===== src/rtl/decode_table_stage.sv =====
// decode_table_stage: one-deep registered decode slot driven by a run-time
// programmable, priority-ordered mask/match class table.
module decode_table_stage #(
  parameter int unsigned   IW           = 8,
  parameter int unsigned   OW           = 10,
  parameter int unsigned   NCLASS       = 16,
  parameter logic [OW-1:0] DEFAULT_CTRL = '0,
  parameter int unsigned   SR_CLR_BIT   = 6,
  parameter int unsigned   SR_SET_BIT   = 3,
  localparam int unsigned  CW           = (NCLASS > 1) ? $clog2(NCLASS) : 1
) (
  input  logic          CLK,
  input  logic          reset,
  // fetch side
  input  logic          in_valid,
  output logic          in_ready,
  input  logic [IW-1:0] in_instr,
  input  logic          flush,
  // execute side
  output logic          out_valid,
  input  logic          out_ready,
  output logic [IW-1:0] out_instr,
  output logic [OW-1:0] out_ctrl,
  output logic          out_special_reg,
  output logic          out_temp_mem,
  output logic [CW-1:0] out_class,
  output logic          out_hit,
  // class-table programming
  input  logic          cfg_we,
  input  logic [CW-1:0] cfg_addr,
  input  logic          cfg_en,
  input  logic [IW-1:0] cfg_mask,
  input  logic [IW-1:0] cfg_match,
  input  logic [OW-1:0] cfg_ctrl,
  input  logic          cfg_tmem
);

  // Class table storage
  logic          en_q    [NCLASS];
  logic [IW-1:0] mask_q  [NCLASS];
  logic [IW-1:0] match_q [NCLASS];
  logic [OW-1:0] ctrl_q  [NCLASS];
  logic          tmem_q  [NCLASS];

  // Output slot registers
  logic          valid_q;
  logic [IW-1:0] instr_q;
  logic [OW-1:0] ctrl_out_q;
  logic          sr_q;
  logic          tmem_out_q;
  logic [CW-1:0] class_q;
  logic          hit_q;

  // Decode results feeding the slot
  logic          hit_d;
  logic [CW-1:0] class_d;
  logic [OW-1:0] ctrl_d;
  logic          tmem_d;
  logic          sr_d;
  logic          accept;
  logic          cfg_addr_ok;

  // Handshake: ready never looks at in_valid, so no valid->ready loop forms
  always_comb begin
    in_ready = ~flush & (~valid_q | out_ready);
    accept   = in_valid & in_ready;
  end

  // Priority match: scan high to low so the lowest matching index overwrites last
  always_comb begin
    hit_d   = 1'b0;
    class_d = '0;
    ctrl_d  = DEFAULT_CTRL;
    tmem_d  = 1'b0;
    for (int i = int'(NCLASS) - 1; i >= 0; i--) begin
      if (en_q[i] && ((in_instr & mask_q[i]) == (match_q[i] & mask_q[i]))) begin
        hit_d   = 1'b1;
        class_d = CW'(i);
        ctrl_d  = ctrl_q[i];
        tmem_d  = tmem_q[i];
      end
    end
  end

  // special_reg depends only on two instruction bits, never on the table
  always_comb begin
    sr_d        = ~in_instr[SR_CLR_BIT] & in_instr[SR_SET_BIT];
    cfg_addr_ok = (32'(cfg_addr) < NCLASS);
  end

  // Table update: reads above see the pre-write contents in the write cycle
  always_ff @(posedge CLK) begin
    if (reset) begin
      for (int i = 0; i < int'(NCLASS); i++) begin
        en_q[i]    <= 1'b0;
        mask_q[i]  <= '0;
        match_q[i] <= '0;
        ctrl_q[i]  <= '0;
        tmem_q[i]  <= 1'b0;
      end
    end else if (cfg_we && cfg_addr_ok) begin
      en_q[cfg_addr]    <= cfg_en;
      mask_q[cfg_addr]  <= cfg_mask;
      match_q[cfg_addr] <= cfg_match;
      ctrl_q[cfg_addr]  <= cfg_ctrl;
      tmem_q[cfg_addr]  <= cfg_tmem;
    end
  end

  // Output slot: flush beats accept/consume; data fields hold unless reloaded
  always_ff @(posedge CLK) begin
    if (reset) begin
      valid_q    <= 1'b0;
      instr_q    <= '0;
      ctrl_out_q <= '0;
      sr_q       <= 1'b0;
      tmem_out_q <= 1'b0;
      class_q    <= '0;
      hit_q      <= 1'b0;
    end else if (flush) begin
      valid_q <= 1'b0;
    end else if (accept) begin
      valid_q    <= 1'b1;
      instr_q    <= in_instr;
      ctrl_out_q <= ctrl_d;
      sr_q       <= sr_d;
      tmem_out_q <= tmem_d;
      class_q    <= class_d;
      hit_q      <= hit_d;
    end else if (out_ready) begin
      valid_q <= 1'b0;
    end
  end

  // Drive ports from the slot registers
  always_comb begin
    out_valid       = valid_q;
    out_instr       = instr_q;
    out_ctrl        = ctrl_out_q;
    out_special_reg = sr_q;
    out_temp_mem    = tmem_out_q;
    out_class       = class_q;
    out_hit         = hit_q;
  end

endmodule


===== config.mk =====
export PLATFORM = sky130hd
export DESIGN_NAME = decode_table_stage
export DESIGN_NICKNAME = d
export VERILOG_FILES = /design/src/rtl/decode_table_stage.sv
export SDC_FILE = /design/constraint.sdc
export NUM_CORES = 1
export LEC_CHECK = 0
export ABC_AREA = 1
export BUFFER_PORTS_ARGS = -buffer_cell sky130_fd_sc_hd__buf_2
export CORE_MARGIN = 2
export CORE_UTILIZATION = 30
export CTS_CLUSTER_SIZE = 14
export DETAILED_ROUTE_END_ITERATION = 7
export PLACE_DENSITY = 0.56
export SYNTH_ARGS = -nofsm -noshare
export SYNTH_HDL_FRONTEND = slang
export SYNTH_SLANG_ARGS = --single-unit
export TNS_END_PERCENT = 10

===== constraint.sdc =====
create_clock -name CLK -period 3.5 [get_ports CLK]
set_input_delay 0.7 -clock CLK [delete_from_list [all_inputs] [get_ports CLK]]
set_output_delay 0.7 -clock CLK [all_outputs]
set_load 0.005 [all_outputs]

==> impl_metrics.json, run 1 <==
{
  "outcome": "completed",
  "crit_path_end_kind": "flip-flop",
  "vdd_drop_max_v": 0.0003145,
  "fin_crit_ps": 2711,
  "r2r_end": "out_class[1]$_SDFFE_PP0P_",
  "rows": 97,
  "cts_htree_levels": 2,
  "synth-simple-area-share_pct": 21.33,
  "tightest_slew_ps": 955.2,
  "critPathKind": "in2reg",
  "path_max_fanout": 29,
  "first_pass_iters": 7,
  "clk_latency_ps": 590,
  "slew_headroom_pct": 36.25,
  "final_antenna_net_count": 0,
  "clock-sinks": 474,
  "core_um2": 70270,
  "synthXorXnorAreaFrac_pct": 0.2872,
  "clk_path_buf_depth": 3,
  "reg2reg_depth": 12,
  "top_register": "ctrl_q",
  "dieArea_um2": 73310,
  "numPortBuffers": 72,
  "start_util_pct": 30.38,
  "slew_viol_final": 0,
  "slowest_stage": "or2_2",
  "fin_cells": 3156,
  "yosys_register_bits": 474,
  "netlist_area_um2": 21350,
  "ys_types": 51,
  "syn_area_per_cell_um2": 10.07,
  "finalHoldViolCount": 0,
  "fmax_mhz": 368.9,
  "cts_buffers": 50,
  "drive_above_1_share_pct": 11.33,
  "n_fill_cell": 7091,
  "path_cells": "buf_2 -> or2_2 -> nand3_1 -> nand2_1 -> nor2_1 -> nand3_2 -> nand2_2 -> a21oi_1 -> nor2_1 -> nor2_1 -> o21ai_0 -> nand3_1 -> a21oi_1",
  "fin_hold_ws_ps": 283.2,
  "first_global_vias": 14777,
  "ys_seq_area_share_pct": 65.46,
  "grt_max_degree": 30,
  "track_usage_pct": 15.45,
  "slowest_delay_ps": 370,
  "cts.clk_slew.worst_paths_ps": 60,
  "p_leak_nw": 9.645,
  "synth_top_cell_area_share_pct": 63.02,
  "drt_iter0_markers": 1278,
  "cts_setup_buffers": 0,
  "die_width_um": 270.8,
  "yosysTopAreaCell": "edfxtp_1",
  "num_io_pins": 73,
  "ys_warn_count": 0,
  "drt-total-wl_mm": 56.89,
  "nNetsFinal": 2224,
  "min_from": "flush",
  "mostFrequentLayoutCell": "nor2_1",
  "cts_root_buf": "clkbuf_16",
  "fin_crit_sh_pct": 77.44,
  "vias_per_cell": 4.788,
  "synth_top_family_by_area": "simple AND/OR/NAND/NOR gates",
  "place_inst": 3066,
  "whs_endpoint": "out_valid$_SDFFE_PP0P_",
  "worstPathRequired_ps": 4030,
  "netlist_instances": 2119,
  "dp_hpwl_mm": 37.81,
  "overflow": 0,
  "area_growth_pct": 13.14,
  "via_count": 15110,
  "top_regs": "ctrl_q (160), mask_q (128), match_q (128)",
  "p_per_area_nw_per_um2": 528.8,
  "startpoint_type": "input port",
  "synthAdderAreaFrac_pct": 0,
  "cts_hold_buf": 0,
  "reg2reg_slack_ps": 920,
  "drc": 0,
  "setup_tns_ps": 0,
  "ctsResizeCount": 0,
  "rsz0062_at_grt": "no",
  "antenna_cells": 0,
  "r2r_start": "match_q[11][6]$_SDFFCE_PN0P_",
  "wl_per_cell_um": 18.03,
  "crit_path_frequent_cell": "nor2_1",
  "crit_arrival_ps": 3240,
  "place_congestion": 0.8551,
  "hold_depth": 2,
  "cp_num_buf_inv": 1,
  "hp-class": "in2reg",
  "max-cap-violations": 0,
  "synthMuxAreaShare_pct": 0,
  "cts_tree": "yes",
  "syn-num-nets": 2165,
  "antenna_found_initial": 3,
  "die_h_um": 270.8,
  "synthTopCellsByArea": "edfxtp_1 63%, nor2_1 11%, nand2_1 5.1%, inv_1 2.5%, dfxtp_1 2.4%",
  "largest_reg_flops": 160,
  "crit_family": "simple AND/OR/NAND/NOR gates",
  "grt_pass1_wl_mm": 87.53,
  "layout_common_cells": "640 x nor2_1, 448 x edfxtp_1, 292 x nand2_1, 143 x inv_1, 102 x a21oi_1",
  "setup_violations": 0,
  "placed_area_um2": 22630,
  "final.setup_skew_ps": 14.65,
  "synth_compound_area_share_pct": 6.582,
  "final_design_area_no_fill_um2": 24150
}
[where the power goes]
| group | switching (W) | total [W] | internal (W) |
|---|---|---|---|
| logic | 0.000787 | 0.00108 | 0.000295 |
| clock network | 0.00217 | 0.00506 | 0.00289 |
| registers | 0.000113 | 0.00664 | 0.00652 |
[cell usage after synthesis, drive strengths merged]
library cell and n:
o31ai 2, dfxtp 26, o2111a 1, o21ai 119, xor2 7, a21boi 7
clkinv 8, nor3b 9, edfxtp 448, nand3 72, nand2 296, nor3 17
inv 150, and3 1, a21oi 112, nand3b 6, nand2b 1, o22ai 6
o21a 2, dlygate4sd1 1, nor4 7, nor2 646, clkbuf 78, a31oi 11
or2 10, nand4 28, buf 48
[worst max path at each step]
stage / start / cells after the start / slack (ps) / end
floorplan: reset / 8 / 660 / ctrl_q[3][0]$_SDFFCE_PN0P_
CTS: in_instr[4] / 13 / 850 / out_class[1]$_SDFFE_PP0P_
global placement: in_instr[0] / 14 / 230 / out_ctrl[1]$_SDFFE_PP0P_
detailed placement: in_instr[4] / 13 / 220 / out_class[1]$_SDFFE_PP0P_
global route: in_instr[0] / 14 / 610 / out_temp_mem$_SDFFE_PP0P_
finish: in_instr[4] / 13 / 790 / out_class[1]$_SDFFE_PP0P_
[cell families (layout without fill, tap and decap cells)]
kind of cell              Yosys count  count (layout)
and+or+nand+nor                  1093            1093
DFF                               474             474
buffers and inverters             285             382
AOI/OAI and AO/OA                 260             260
xor gates and xnor gates            7               7
[through the flow]
| stage | worst slack, ps | power [W] | util [%] |
|---|---|---|---|
| 4_1_cts | 847.7 | 0.01289 | 34.37 |
| 2_1_floorplan | 660.0 | 0.007424 | - |
| 6_report | 789.5 | 0.01277 | 34.37 |
| 3_3_place_gp | 227.9 | 0.007822 | 32.21 |
| 5_1_grt | 614.0 | 0.01324 | 34.37 |
| 3_5_place_dp | 220.7 | 0.007846 | 32.21 |
[layout make-up]
cell class                      instances  area (um^2)  area share [%]
Tap cell                              940         1176           4.869
Clock inverter                         23        185.2          0.7667
Timing Repair Buffer                  134        863.3           3.574
Inverter                              158        599.3           2.481
Sequential cell                       474        13970           57.85
Clock buffer                           67         1336           5.533
Multi-Input combinational cell       1360         6020           24.92
[layer usage]
| metal | track usage [%] | share of wire [%] | vias to the layer above |
|---|---|---|---|
| met3 | 2.130 | 4.9 | 102 |
| met1 | 19.57 | 43 | 7407 |
| li1 | - | - | 7164 |
| met4 | 4.987 | 2.6 | 6 |
| met2 | 27.15 | 50 | 431 |
| met5 | 0 | 0.058 | - |
[worst register-to-register path: cells and delay by family (launching register included)]
family	cells	cell delay (ps)
simple gates	9	1520
compound gates	3	630
flops	1	370
No activity file was read; power rests on OpenSTA's default activity.
==> run 2, diff against run 1 <==
--- a/config.mk
+++ b/config.mk
@@ -11,7 +11,7 @@
 export CORE_UTILIZATION = 30
 export CTS_CLUSTER_SIZE = 14
 export DETAILED_ROUTE_END_ITERATION = 7
-export PLACE_DENSITY = 0.56
+export PLACE_DENSITY = 0.58
 export SYNTH_ARGS = -nofsm -noshare
 export SYNTH_HDL_FRONTEND = slang
 export SYNTH_SLANG_ARGS = --single-unit
==> constraint.sdc (replaced) <==
create_clock -name CLK -period 2.3 [get_ports CLK]
set_input_delay 0.46 -clock CLK [delete_from_list [all_inputs] [get_ports CLK]]
set_output_delay 0.46 -clock CLK [all_outputs]
set_load 0.005 [all_outputs]
==> impl_metrics.json, run 2 (synthesis gave the netlist of run 1 again) <==
{
  "drt-total-wl_mm": 54.65,
  "final_antenna_net_count": 0,
  "final.setup_skew_ps": 13.92,
  "place_congestion": 0.8594,
  "top_regs": "ctrl_q (160), mask_q (128), match_q (128)",
  "rows": 97,
  "fmax_mhz": 457.1,
  "top_register": "ctrl_q",
  "worstPathRequired_ps": 2770,
  "wl_met1_mm": 23.14,
  "fin_ws_ps": 112.3,
  "grt_pass1_wl_mm": 84.66,
  "overflow": 0,
  "path_max_fanout": 11,
  "cts_root_buf": "clkbuf_16",
  "dieArea_um2": 73310,
  "drive_above_1_share_pct": 17.96,
  "cts_buffers": 49,
  "antenna_found_initial": 3,
  "num_io_pins": 73,
  "path_cells": "or2_1 -> nand3_1 -> nand2_2 -> nor2_4 -> nand3_4 -> buf_8 -> nand2_1 -> nor2_1 -> nand2_1 -> nand2_1 -> nand2_1 -> nand2_1 -> nand2_1 -> nand2_1 -> nand2_1 -> nand2_1 -> nand2_1 -> a21oi_2",
  "tightest_slew_ps": 762.9,
  "slew_viol_final": 0,
  "setup_tns_ps": 0,
  "critPathKind": "reg2reg",
  "setup_violations": 0,
  "finalHoldViolCount": 0,
  "min_from": "flush",
  "top_layer_used": "met5",
  "drt_iter0_markers": 1238,
  "max-cap-violations": 0,
  "slew_headroom_pct": 49.09,
  "cts.clk_slew.worst_paths_ps": 60,
  "largest_reg_flops": 160,
  "r2r_start": "match_q[11][6]$_SDFFCE_PN0P_",
  "die_width_um": 270.8,
  "wl_per_cell_um": 16.70,
  "drc": 0,
  "track_usage_pct": 14.73,
  "nNetsFinal": 2338,
  "crit_path_frequent_cell": "nand2_1",
  "first_global_vias": 14935,
  "clk_path_buf_depth": 3,
  "cts_tree": "yes",
  "outcome": "completed",
  "dp_hpwl_mm": 37.94,
  "met3WireLength_mm": 2.636,
  "numPortBuffers": 72,
  "clock-sinks": 474,
  "crit_arrival_ps": 2660,
  "p_per_area_nw_per_um2": 762.7,
  "fin_cells": 3273,
  "rsz0062_at_grt": "yes",
  "p_leak_nw": 10.33,
  "crit_path_end_kind": "flip-flop",
  "antenna_cells": 0,
  "die_h_um": 270.8,
  "n_fill_cell": 6929,
  "slowest_stage": "edfxtp_1",
  "first_pass_iters": 5,
  "layout_common_cells": "635 x nor2_1, 448 x edfxtp_1, 262 x nand2_1, 143 x buf_4, 142 x inv_1",
  "fin_crit_sh_pct": 95.12,
  "cts_hold_buf": 0,
  "dr_wl_met2_mm": 27.61,
  "crit_path_start": "match_q[11][6]$_SDFFCE_PN0P_",
  "vias_per_cell": 4.691,
  "startpoint_type": "flip-flop",
  "slowest_delay_ps": 400,
  "hp-class": "in2reg",
  "place_inst": 3161,
  "mostFrequentLayoutCell": "nor2_1",
  "vdd_drop_max_v": 0.0004947,
  "grt_max_degree": 29,
  "cts_htree_levels": 2,
  "area_growth_pct": 19.87,
  "post-place-ws_ps": -474.0,
  "start_util_pct": 30.38,
  "clk_latency_ps": 590,
  "via_count": 15354,
  "core_um2": 70270,
  "fin_crit_ps": 2188
}
==> run 2: final cells by class <==
class | instances | area, um^2 | area share (%)
clock buffer | 65 | 1349 | 5.271
clock inverter | 27 | 141.4 | 0.5525
inverter | 158 | 613.1 | 2.396
multi-input combinational | 1360 | 6266 | 24.49
sequential | 474 | 13970 | 54.60
tap | 940 | 1176 | 4.596
timing repair buffer | 247 | 2057 | 8.038
timing repair inverter | 2 | 15.01 | 0.05867
==> run 2: through the flow <==
step                power (W)  instance area, um^2  hold slack, ps  util (%)
CTS                   0.01960                25180           15.77     35.83
finish                0.01952                25590           46.53     36.42
global placement      0.01209                23690           458.0     33.71
detailed placement    0.01214                23690           455.8     33.71
floorplan             0.01130                21390           457.8         -
global route          0.02025                25590           19.15     36.42
==> run 2: worst max-delay path, delay by kind of cell (launching register included) <==
kind | cells | cell delay, ps
compound gates | 1 | 40
buf+inv | 1 | 170
flops | 1 | 400
simple gates | 16 | 1460
==> run 2: timing repair <==
item,4_1_cts,5_1_grt
cloned,0,3
buffers inserted,0,18
resized for setup,2,72
pin swaps,0,34
setup endpoints to repair,5,14
==> run 2: worst paths after layout <==
kind              cells past startpoint  slack [ps]                         to
setup / recovery                     18         110   out_ctrl[4]$_SDFFE_PP0P_
hold / removal                        2          50     out_valid$_SDFFE_PP0P_
setup reg to reg                     18         110   out_ctrl[4]$_SDFFE_PP0P_
hold reg to reg                       2         480  out_instr[3]$_SDFFE_PP0P_
==> run 2: layer usage <==
layer,vias to the layer above,global-route usage (%)
li1,7419,-
met1,7500,18.64
met2,343,25.82
met3,88,2.521
met4,4,4.115
met5,-,0
==> run 2: power breakdown <==
group | switching, W | internal, W
registers | 0.000176 | 0.00993
clock network | 0.00326 | 0.00421
logic | 0.00125 | 0.000696
